`src/rtl/inst_fetch_unit_if.sv`:
```
// Bus between the fetch unit, the instruction memory and the decode stage.
// The master side belongs to the fetch unit.
interface inst_fetch_unit_if #(
  parameter int PC_W = 8
);
  logic [PC_W-3:0] imem_addr;
  logic [31:0]     imem_data;
  logic            stall;
  logic            redirect_valid;
  logic [PC_W-1:0] redirect_pc;
  logic            instr_valid;
  logic [31:0]     instr;
  logic [PC_W-1:0] instr_pc;
  logic            instr_is_compressed;

  modport master (
    output imem_addr, instr_valid, instr, instr_pc, instr_is_compressed,
    input  imem_data, stall, redirect_valid, redirect_pc
  );

  modport slave (
    input  imem_addr, instr_valid, instr, instr_pc, instr_is_compressed,
    output imem_data, stall, redirect_valid, redirect_pc
  );
endinterface

```
`src/rtl/inst_fetch_unit.sv`:
```
// RV32IC fetch unit: tracks the PC, realigns 16/32-bit instructions across
// word boundaries with a halfword buffer, and feeds a registered decode stage.
module inst_fetch_unit #(
  parameter int              PC_W     = 8,
  parameter logic [PC_W-1:0] RESET_PC = 8'h00,
  parameter logic [31:0]     NOP      = 32'h0000_0013
) (
  input logic clk,
  input logic rst,
  inst_fetch_unit_if.master fu
);
  typedef enum logic [1:0] {ALIGNED, MISALIGNED, BUFFERED} state_t;

  localparam logic [PC_W-1:0] HALF_MASK = ~PC_W'(1);

  state_t          state_q, state_d;
  logic [PC_W-1:0] pc_q, pc_d;
  logic [15:0]     buf_q, buf_d;
  logic            instr_valid_q, instr_valid_d;
  logic [31:0]     instr_q, instr_d;
  logic [PC_W-1:0] instr_pc_q, instr_pc_d;
  logic            instr_is_compressed_q, instr_is_compressed_d;

  logic lo_is_c;
  logic buf_is_c;
  logic advance;

  assign lo_is_c  = (fu.imem_data[1:0] != 2'b11);
  assign buf_is_c = (buf_q[1:0] != 2'b11);
  assign advance  = !fu.stall && !fu.redirect_valid;

  // In BUFFERED the halfword at pc is already held, so fetch the following word.
  assign fu.imem_addr = (state_q == BUFFERED) ? pc_q[PC_W-1:2] + 1'b1 : pc_q[PC_W-1:2];

  assign fu.instr_valid         = instr_valid_q;
  assign fu.instr               = instr_q;
  assign fu.instr_pc            = instr_pc_q;
  assign fu.instr_is_compressed = instr_is_compressed_q;

  always_ff @(posedge clk) begin
    if (rst) begin
      state_q               <= ALIGNED;
      pc_q                  <= RESET_PC;
      buf_q                 <= 16'h0;
      instr_valid_q         <= 1'b0;
      instr_q               <= NOP;
      instr_pc_q            <= '0;
      instr_is_compressed_q <= 1'b0;
    end else begin
      state_q               <= state_d;
      pc_q                  <= pc_d;
      buf_q                 <= buf_d;
      instr_valid_q         <= instr_valid_d;
      instr_q               <= instr_d;
      instr_pc_q            <= instr_pc_d;
      instr_is_compressed_q <= instr_is_compressed_d;
    end
  end

  always_comb begin
    state_d = state_q;
    pc_d    = pc_q;
    buf_d   = buf_q;
    if (fu.redirect_valid) begin
      pc_d    = fu.redirect_pc & HALF_MASK;
      state_d = fu.redirect_pc[1] ? MISALIGNED : ALIGNED;
      buf_d   = 16'h0;
    end else if (!fu.stall) begin
      case (state_q)
        ALIGNED: begin
          if (lo_is_c) begin
            buf_d   = fu.imem_data[31:16];
            pc_d    = pc_q + PC_W'(2);
            state_d = BUFFERED;
          end else begin
            pc_d = pc_q + PC_W'(4);
          end
        end
        MISALIGNED: begin
          buf_d   = fu.imem_data[31:16];
          state_d = BUFFERED;
        end
        BUFFERED: begin
          if (buf_is_c) begin
            pc_d    = pc_q + PC_W'(2);
            state_d = ALIGNED;
          end else begin
            buf_d = fu.imem_data[31:16];
            pc_d  = pc_q + PC_W'(4);
          end
        end
        default: state_d = ALIGNED;
      endcase
    end
  end

  always_comb begin
    instr_valid_d         = instr_valid_q;
    instr_d               = instr_q;
    instr_pc_d            = instr_pc_q;
    instr_is_compressed_d = instr_is_compressed_q;
    if (fu.redirect_valid) begin
      instr_valid_d         = 1'b0;
      instr_d               = NOP;
      instr_is_compressed_d = 1'b0;
    end else if (advance) begin
      instr_valid_d = 1'b1;
      instr_pc_d    = pc_q;
      case (state_q)
        ALIGNED: begin
          instr_d               = lo_is_c ? {16'h0, fu.imem_data[15:0]} : fu.imem_data;
          instr_is_compressed_d = lo_is_c;
        end
        BUFFERED: begin
          instr_d               = buf_is_c ? {16'h0, buf_q} : {fu.imem_data[15:0], buf_q};
          instr_is_compressed_d = buf_is_c;
        end
        default: begin
          instr_valid_d         = 1'b0;
          instr_d               = NOP;
          instr_pc_d            = instr_pc_q;
          instr_is_compressed_d = 1'b0;
        end
      endcase
    end
  end
endmodule

```
`src/flat_wrapper.sv`:
```
// flat-port wrapper written by rule: the top's interface ports become plain ports
module inst_fetch_unit_flat 
#(
  parameter int              PC_W     = 8,
  parameter logic [PC_W-1:0] RESET_PC = 8'h00,
  parameter logic [31:0]     NOP      = 32'h0000_0013
)
  (clk, rst, fu_imem_addr, fu_instr_valid, fu_instr, fu_instr_pc, fu_instr_is_compressed, fu_imem_data, fu_stall, fu_redirect_valid, fu_redirect_pc);
  inst_fetch_unit_if #(.PC_W(PC_W)) fu_i ();
  input logic clk;
  input logic rst;
  output wire logic [$bits(fu_i.imem_addr)-1:0] fu_imem_addr;
  output wire logic [$bits(fu_i.instr_valid)-1:0] fu_instr_valid;
  output wire logic [$bits(fu_i.instr)-1:0] fu_instr;
  output wire logic [$bits(fu_i.instr_pc)-1:0] fu_instr_pc;
  output wire logic [$bits(fu_i.instr_is_compressed)-1:0] fu_instr_is_compressed;
  input wire logic [$bits(fu_i.imem_data)-1:0] fu_imem_data;
  input wire logic [$bits(fu_i.stall)-1:0] fu_stall;
  input wire logic [$bits(fu_i.redirect_valid)-1:0] fu_redirect_valid;
  input wire logic [$bits(fu_i.redirect_pc)-1:0] fu_redirect_pc;
  assign fu_imem_addr = fu_i.imem_addr;
  assign fu_instr_valid = fu_i.instr_valid;
  assign fu_instr = fu_i.instr;
  assign fu_instr_pc = fu_i.instr_pc;
  assign fu_instr_is_compressed = fu_i.instr_is_compressed;
  assign fu_i.imem_data = fu_imem_data;
  assign fu_i.stall = fu_stall;
  assign fu_i.redirect_valid = fu_redirect_valid;
  assign fu_i.redirect_pc = fu_redirect_pc;
  inst_fetch_unit #(.PC_W(PC_W), .RESET_PC(RESET_PC), .NOP(NOP)) u_core (.clk(clk), .rst(rst), .fu(fu_i));
endmodule
```
`config.mk`:
```
export PLATFORM = sky130hd
export DESIGN_NAME = inst_fetch_unit_flat
export DESIGN_NICKNAME = d
export VERILOG_FILES = /design/src/rtl/inst_fetch_unit_if.sv /design/src/rtl/inst_fetch_unit.sv /design/src/flat_wrapper.sv
export SDC_FILE = /design/constraint.sdc
export NUM_CORES = 1
export LEC_CHECK = 0
export BUFFER_PORTS_ARGS = -buffer_cell sky130_fd_sc_hd__buf_2
export CAP_MARGIN = 15
export CORE_ASPECT_RATIO = 1.1
export CORE_MARGIN = 2
export CORE_UTILIZATION = 51
export DETAILED_ROUTE_END_ITERATION = 8
export PLACE_DENSITY = 0.79
export RECOVER_POWER = 50
export REMOVE_ABC_BUFFERS = 1
export SKIP_CTS_REPAIR_TIMING = 1
export SYNTH_ARGS = -nofsm -noshare
export SYNTH_HDL_FRONTEND = slang
export SYNTH_SLANG_ARGS = --single-unit
export TNS_END_PERCENT = 10
```
`constraint.sdc`:
```
create_clock -name clk -period 1.9 [get_ports clk]
set_input_delay 0.285 -clock clk [delete_from_list [all_inputs] [get_ports clk]]
set_output_delay 0.285 -clock clk [all_outputs]
set_load 0.005 [all_outputs]
```
# == Yosys cells after proc, flatten, opt, wreduce, memory -nomap -nowiden ==
# Index checks and enable logic that the tools add are counted.
# totals
ff_bits,68
inputBits,44
wordCells,56
# classes
n_addsub,3
eq_ne,9
n_mux,20
n_bitwise,2
reduce_logical,14
# op_table
cell,count
two-way mux 32 bit,2
case mux 32 bit (2 select lines),1
case mux 16 bit (3 select lines),1
two-way mux 16 bit,2
two-way mux 8 bit,4
case mux 8 bit (2 select lines),1
"adder 8 x 2 -> 8 bit, second input constant",1
"adder 8 x 3 -> 8 bit, second input constant",1
two-way mux 2 bit,4
"adder 6 x 1 -> 6 bit, second input constant",1
two-way mux 6 bit,1
"!= test 2 bit, second input constant",3
"!= test 3 x 2 -> 1 bit, second input constant",2
case mux 2 bit (3 select lines),1
AND reduction 3 bit,2
nonzero test 3 bit,2
"!= test 2 x 1 -> 1 bit, second input constant",2
AND reduction 2 bit,2
AND reduction 4 bit,1
OR reduction 2 bit,2
"== test 2 x 1 -> 1 bit, second input constant",1
"== test 2 bit, second input constant",1
logical NOT 1 bit,2
logical NOT 2 bit,1
other kinds (5),7

# == Longest topological paths before layout ==
# Gate-level depths: netlist of run 1.
# logic_depth
ltp_word,5
ltp_mapped,7

# == Least setup slack after synthesis of run 1 ==
# Ideal clock, no wire load.
# synth_timing
path_type,reg-to-reg
start,register u_core.state_q[1]
end,register u_core.pc_q[7]
setup_time_ns,0.091
arrival_ns,1.484
t_required_ns,1.809
setup_slack_ns,0.325
path_stages_with_launch,8
path_cell_list,dfxtp_1 buf_6 and4b_1 buf_6 a31oi_4 mux2i_1 a211oi_1 nor4bb_1
# synth_between
elab_chain_len,4
# synth_lines
element,line_no,rtl
from (decl),inst_fetch_unit.sv:16,"state_t state_q, state_d;"
from (signal assigned),inst_fetch_unit.sv:50,state_q <= state_d;
== test 2 bit / logical NOT 2 bit (equally long branches),inst_fetch_unit.sv:69,case (state_q)
case mux 8 bit (2 select lines),inst_fetch_unit.sv:69,
two-way mux 8 bit,inst_fetch_unit.sv:68,end else if (!fu.stall) begin
two-way mux 8 bit,inst_fetch_unit.sv:64,if (fu.redirect_valid) begin
to (signal assigned),inst_fetch_unit.sv:51,pc_q <= pc_d;
to (decl),inst_fetch_unit.sv:17,"logic [PC_W-1:0] pc_q, pc_d;"
# Parallel ways exist; a longest one is shown, timed or not. The select of a mux whose other input is x is not followed.
# A chain may end at the register's enable or synchronous reset.

# == Final worst setup path of run 1 ==
# layout_timing
start,register u_core.state_q[0]
end,output port fu_imem_addr[5]
# layout_between
elab_chain_len,2
# layout_lines
element,line_no,rtl
== test 2 bit,inst_fetch_unit.sv:33,assign fu.imem_addr = (state_q == BUFFERED) ? pc_q[PC_W-1:2] + 1'b1 : pc_q[PC_W-1:2];
two-way mux 6 bit,inst_fetch_unit.sv:33,
to (decl),flat_wrapper.sv:12,output wire logic [$bits(fu_i.imem_addr)-1:0] fu_imem_addr;
# Every way passes these cells.

==> impl_metrics.py, run 1 <==
metrics = {
    "grt": {
        "first_global_vias": 2577,
        "grt_start_max_net_pins": 49,
        "grt_pass1_wl_mm": 11.9,
        "grt_overall_usage": 0.232,
        "antenna_found_initial": 0,
        "grt_remaining_overflow": 0,
    },
    "synth": {
        "yosys_warnings": 0,
        "ys_types": 40,
        "ys_ff_latch": 66,
        "top_reg_cell_synth": "dfxtp_1",
        "post-synth-top-area-cell": "dfxtp_1",
        "ys_seq_area_frac": 0.441,
        "ys_top_cells_by_area": "dfxtp_1 44%, a22oi_1 7.3%, nor2_1 6.1%",
        "syn_inst": 328,
        "synth.cell_area_um2": 3000,
        "post_syn_area_per_cell_um2": 9.14,
        "synth_top_cell_area_share": 0.441,
        "postSynth.asyncResetShare": 0,
        "synth_edf_count": 0,
    },
    "clocking": {
        "clk_pin_slew_ns": 0.08,
        "cts_max_level": 3,
        "clk_latency_ns": 0.34,
        "tritoncts": "yes",
        "clockRootBuffer": "clkbuf_8",
        "clock_sinks": 66,
        "cts-buffers-inserted": 9,
        "maximum_count_of_clock_buffers_along_a_single_path": 2,
    },
    "setup_path": {
        "worst-path-max-fanout": 8,
        "worst_setup_path_end_kind": "output port",
        "critical_path_class": "flip-flop to output port",
        "required_ns": 1.62,
        "arrival_ns": 1.53,
        "startpoint_type": "flip-flop",
    },
    "outcome": {
        "status": "finished clean",
    },
    "route": {
        "drt_pre_antenna_iters": 4,
        "wl_per_cell_um": 15.1,
        "detailedRoute.firstIterationViolations": 105,
        "post-route-drc-count": 0,
        "wirelength_mm": 7.50,
        "route.vias.total": 2711,
        "drtAntennaViolNets": 0,
        "post_drt_via_cell_ratio": 5.45,
    },
    "die": {
        "core_um2": 5730,
        "design.die.area_um2": 6510,
        "pin_count": 92,
        "dieWidth_um": 77.1,
        "initial_utilization": 0.523,
        "die_height_um": 84.4,
        "rows": 29,
    },
    "pwr": {
        "leakage_nw": 1.59,
        "p_int_w": 0.00239,
        "power.density_nw_per_um2": 849,
        "netSwitchingFraction": 0.252,
        "switchingPower_w": 0.000803,
        "logic_gate_share_of_total_power": 0.121,
        "sequential_share_of_power": 0.459,
        "peak_supply_drop_uv": 676,
        "clock_power_share": 0.420,
    },
    "timing": {
        "max-slew-margin-rel": 0.383,
        "setup_ws_ns": 0.0804,
        "setup_viol": 0,
        "rsz0062_at_grt": "no",
        "finalWorstPathRequiredPeriod_ns": 1.82,
        "clock.fmax_ghz": 0.550,
        "worst_slew_pin_slew_ns": 0.925,
        "hold_violations": 0,
        "clock_skew_ns": 0.0104,
        "layout_worst_path_cycle_share": 0.958,
        "timing.final.max_slew_violations": 0,
    },
    "final_layout": {
        "finalNonFillerCells": 497,
        "antenna_cells_inserted": 0,
        "drive_above_1_share": 0.321,
        "most-common-layout-cells": "75 x buf_2, 62 x dfxtp_1, 48 x nor2_1",
        "num-nets-final": 461,
        "commonest_non_fill_non_tap_cell_in_the_layout": "buf_2",
        "area_overhead_of_the_layout_relative_to_synthesis_pct": 25.4,
    },
    "placement": {
        "dp_worst_setup_slack_ns": -0.0760,
        "place_congestion": 0.868,
        "place_inst": 480,
        "numPortBuffers": 89,
        "dp_hpwl_mm": 5.05,
    },
    "worst_hold_path": {
        "timing.hold.worst.class": "input port to flip-flop",
    },
    "flow_run": {
        "max_cap_violations": 0,
    },
}
[power by group through the flow]
stage,clock [W],combinational (W),sequential [W]
finish,0.00134,0.000386,0.00146
global route,0.00142,0.000426,0.00147
CTS,0.00136,0.000383,0.00146
detailed placement,0,0.000381,0.00149
global placement,0,0.000374,0.00149
floorplan,0,0.000200,0.00149
[worst paths after layout]
check | slack [ns] | start | end | cells after the start
min reg2reg | 0.46 | u_core.fu.instr_pc[6] | u_core.fu.instr_pc[6] | 2
max reg2reg | 0.12 | u_core.state_q[1] | u_core.pc_q[7] | 6
min | 0.20 | fu_imem_data[30] | u_core.buf_q[14] | 3
max | 0.08 | u_core.state_q[0] | fu_imem_addr[5] | 6
[stage by stage]
step | total power [W] | hold WS (ns) | cell area, um^2 | utilization | setup TNS [ns]
2_1_floorplan | 0.00169 | 0.354 | 2850 | - | -2.30
3_3_place_gp | 0.00187 | 0.440 | 3520 | 0.614 | 0
3_5_place_dp | 0.00188 | 0.448 | 3520 | 0.614 | -0.615
4_1_cts | 0.00321 | 0.181 | 3750 | 0.653 | -0.207
5_1_grt | 0.00331 | 0.203 | 3760 | 0.656 | 0
6_report | 0.00319 | 0.197 | 3760 | 0.656 | 0
[layout make-up]
cell class / count / area, um^2
Inverter: 3 / 11.3
Clock buffer: 10 / 138
Fill cell: 529 / 1970
Tap cell: 77 / 96.3
Timing Repair Buffer: 105 / 562
Sequential cell: 66 / 1330
Multi-Input combinational cell: 230 / 1540
Clock inverter: 6 / 88.8
[flip-flops by register name, indices dropped and copies added, names as in the netlist]
| register | count |
|---|---|
| u_core.fu.instr | 32 |
| u_core.buf_q | 16 |
| u_core.fu.instr_pc | 7 |
| u_core.pc_q | 7 |
| u_core.state_q | 2 |
| u_core.fu.instr_is_compressed | 1 |
| u_core.fu.instr_valid | 1 |
[worst max-delay path: stages, from the launching register on]
cell	delay [ns]
dfxtp_2	0.38
nand2b_4	0.17
buf_4	0.15
nor2_2	0.13
nand3_1	0.10
xnor2_1	0.14
buf_2	0.12
[logic make-up after synthesis]
family,Yosys count,synth area share
XOR/XNOR,10,0.0292
AO/OA/AOI/OAI,83,0.205
adder cells (fa/ha/maj),2,0.00835
buffers and inverters,32,0.0518
AND/OR/NAND/NOR,104,0.158
flip-flops,66,0.441
other,1,0.00125
multiplexers,30,0.106
[cells in the mapped netlist, types with 5 or more instances]
| cell type | number |
|---|---|
| a21oi_1 | 18 |
| a22o_1 | 16 |
| a22oi_1 | 29 |
| clkbuf_1 | 18 |
| dfxtp_1 | 66 |
| mux2_2 | 13 |
| mux2i_1 | 17 |
| nand2_1 | 28 |
| nor2_1 | 49 |
| nor2b_1 | 5 |
| o211ai_1 | 7 |
| xnor2_1 | 6 |
[routing by layer]
| metal | GRT usage | wire length [um] |
|---|---|---|
| met1 | 0.259 | 3190 |
| met2 | 0.408 | 3690 |
| met4 | 0.0828 | 54 |
| met3 | 0.0817 | 565 |
| met5 | 0 | 0 |
Power figures use the tool's default switching activity.
==> inputs of run 2 (changes only) <==
CORE_UTILIZATION = 46   (was 51)
PLACE_DENSITY = 0.81   (was 0.79)
clock period = 1.6 ns   (was 1.9 ns; I/O delays follow)
==> run 2 against run 1 <==
Against the previous run:
- the flow now finishes with violations (setup timing)
- critical path depth unchanged
- final cell count rose by 4.8%
- clock power up 18%
- routed wire length rose by 9.1%
- global-route usage shrank 0.50 points
- sequential power up 18%
- flip-flop and latch count is the same
- worst hold slack lost 0.036 ns
- worst setup slack worse by 0.17 ns
- sequential share of layout area down 2.1 points
==> impl_metrics.py, run 2 (same netlist as run 1, synthesis figures left out) <==
metrics = {
    "outcome": {
        "status": "complete, but fails checks",
        "violations_in_the_final_reports": "setup timing",
    },
    "setup_path": {
        "worst-path-max-fanout": 5,
        "crit_chain": "nand2b_4 -> buf_6 -> nor2_4 -> buf_4 -> xor2_1 -> buf_2",
        "family_of_cells_with_the_greatest_summed_delay_on_the_critical_path": "flip-flops",
        "cpMaxStageDelayCell": "dfxtp_4",
        "worst_setup_path_end_kind": "output port",
        "critical_path_class": "flip-flop to output port",
        "startpoint_type": "flip-flop",
        "ff2ff_path_depth": 8,
        "cp_num_cells": 6,
        "arrival_ns": 1.45,
        "critical_path_launch_point": "u_core.state_q[0]",
        "required_ns": 1.36,
        "crit_buf_inv": 3,
        "rr_startpoint": "u_core.state_q[0]",
        "critical-path-max-stage-delay_ns": 0.37,
    },
    "pwr": {
        "leakage_nw": 1.77,
        "peak_supply_drop_uv": 836,
        "power.density_nw_per_um2": 956,
    },
    "clocking": {
        "tritoncts": "yes",
        "cts-buffers-inserted": 9,
        "clk_latency_ns": 0.34,
        "maximum_count_of_clock_buffers_along_a_single_path": 2,
        "clock_sinks": 66,
        "clockRootBuffer": "clkbuf_8",
        "cts_max_level": 3,
        "clk_pin_slew_ns": 0.08,
    },
    "die": {
        "rows": 30,
        "initial_utilization": 0.481,
        "die_height_um": 88.7,
        "core_um2": 6230,
        "pin_count": 92,
        "dieWidth_um": 81.0,
        "design.die.area_um2": 7180,
    },
    "grt": {
        "grt_remaining_overflow": 0,
        "grt_pass1_wl_mm": 12.4,
        "antenna_found_initial": 0,
        "grt_overall_usage": 0.227,
        "first_global_vias": 2626,
        "grt_start_max_net_pins": 49,
    },
    "final_layout": {
        "most-common-layout-cells": "89 x buf_2, 61 x dfxtp_1, 47 x nor2_1",
        "commonest_non_fill_non_tap_cell_in_the_layout": "buf_2",
        "finalNonFillerCells": 521,
        "area_overhead_of_the_layout_relative_to_synthesis_pct": 34.4,
        "num-nets-final": 482,
        "final_util": 0.646,
        "antenna_cells_inserted": 0,
        "drive_above_1_share": 0.404,
        "number_of_flip_flops_under_the_largest_register_name": 32,
    },
    "timing": {
        "layout_worst_path_cycle_share": 1.05,
        "worst_slew_pin_slew_ns": 0.505,
        "rsz0062_at_grt": "yes",
        "finalWorstPathRequiredPeriod_ns": 1.69,
        "clock_skew_ns": 0.00759,
        "setup_viol": 7,
        "hold-worst-slack_ns": 0.161,
        "setup_ws_ns": -0.0851,
        "hold_violations": 0,
        "timing.final.max_slew_violations": 0,
        "max-slew-margin-rel": 0.663,
        "clock.fmax_ghz": 0.593,
    },
    "worst_hold_path": {
        "hp-start": "fu_imem_data[22]",
        "min_delay_path_depth": 3,
        "timing.hold.worst.class": "input port to flip-flop",
    },
    "placement": {
        "dp_worst_setup_slack_ns": -0.264,
        "numPortBuffers": 89,
        "place_inst": 501,
        "dp_hpwl_mm": 5.53,
        "place_congestion": 0.874,
    },
    "route": {
        "post-route-drc-count": 0,
        "detailedRoute.firstIterationViolations": 120,
        "drt_pre_antenna_iters": 4,
        "post_drt_via_cell_ratio": 5.44,
        "wl_per_cell_um": 15.7,
        "drtAntennaViolNets": 0,
        "wirelength_mm": 8.19,
        "route.vias.total": 2833,
    },
    "flow_run": {
        "max_cap_violations": 0,
    },
}
-- run 2: changes by cell type in the layout (fill, tap and decap cells not counted), sizes merged --
cell / before / now
buf: 90 / 126
clkinv: 1 / 3
clkbuf: 25 / 10
clkinvlp: 2 / 1
inv: 4 / 3
-- run 2: power breakdown --
group          internal [W]  total (W)  switching [W]
sequential          0.00169    0.00173      0.0000415
combinational      0.000262   0.000533       0.000271
clock              0.000922    0.00158       0.000662
total               0.00288    0.00385       0.000975
-- run 2: worst reg2reg max path: cells and delay by family (launching register included) --
kind / cells / cell delay [ns]
AO/OA/AOI/OAI: 2 / 0.39
AND/OR/NAND/NOR: 2 / 0.18
buffers and inverters: 3 / 0.36
XOR/XNOR: 1 / 0.20
flip-flops: 1 / 0.39
-- run 2: per-layer routing --
layer / up-vias / track usage / share of wire
li1: 1372 / - / -
met1: 1353 / 0.270 / 0.41
met2: 96 / 0.389 / 0.52
met3: 12 / 0.0520 / 0.059
met4: 0 / 0.102 / 0.012
met5: - / 0 / 0
-- run 2: area by class of cell --
class                      count  area [um^2]
clock inverter                 6         90.1
tap                           80          100
sequential                    66         1340
clock buffer                  10          138
inverter                       3         11.3
fill                         559         2200
timing repair buffer         126          766
multi-input combinational    230         1590
-- run 2: worst paths after layout --
kind,slack [ns],to
max reg2reg,-0.02,u_core.pc_q[1]
max,-0.09,fu_imem_addr[3]
min,0.16,u_core.buf_q[6]
min reg2reg,0.45,u_core.fu.instr_pc[4]
-- run 2: stage by stage --
step	total power, W	cell area, um^2	TNS (ns)
after floorplan	0.00201	2850	-12.32
after global placement	0.00225	3660	-3.35
after detailed placement	0.00227	3660	-3.82
after CTS	0.00385	3890	-5.94
after global routing	0.00400	4030	-1.61
final	0.00385	4030	-0.396
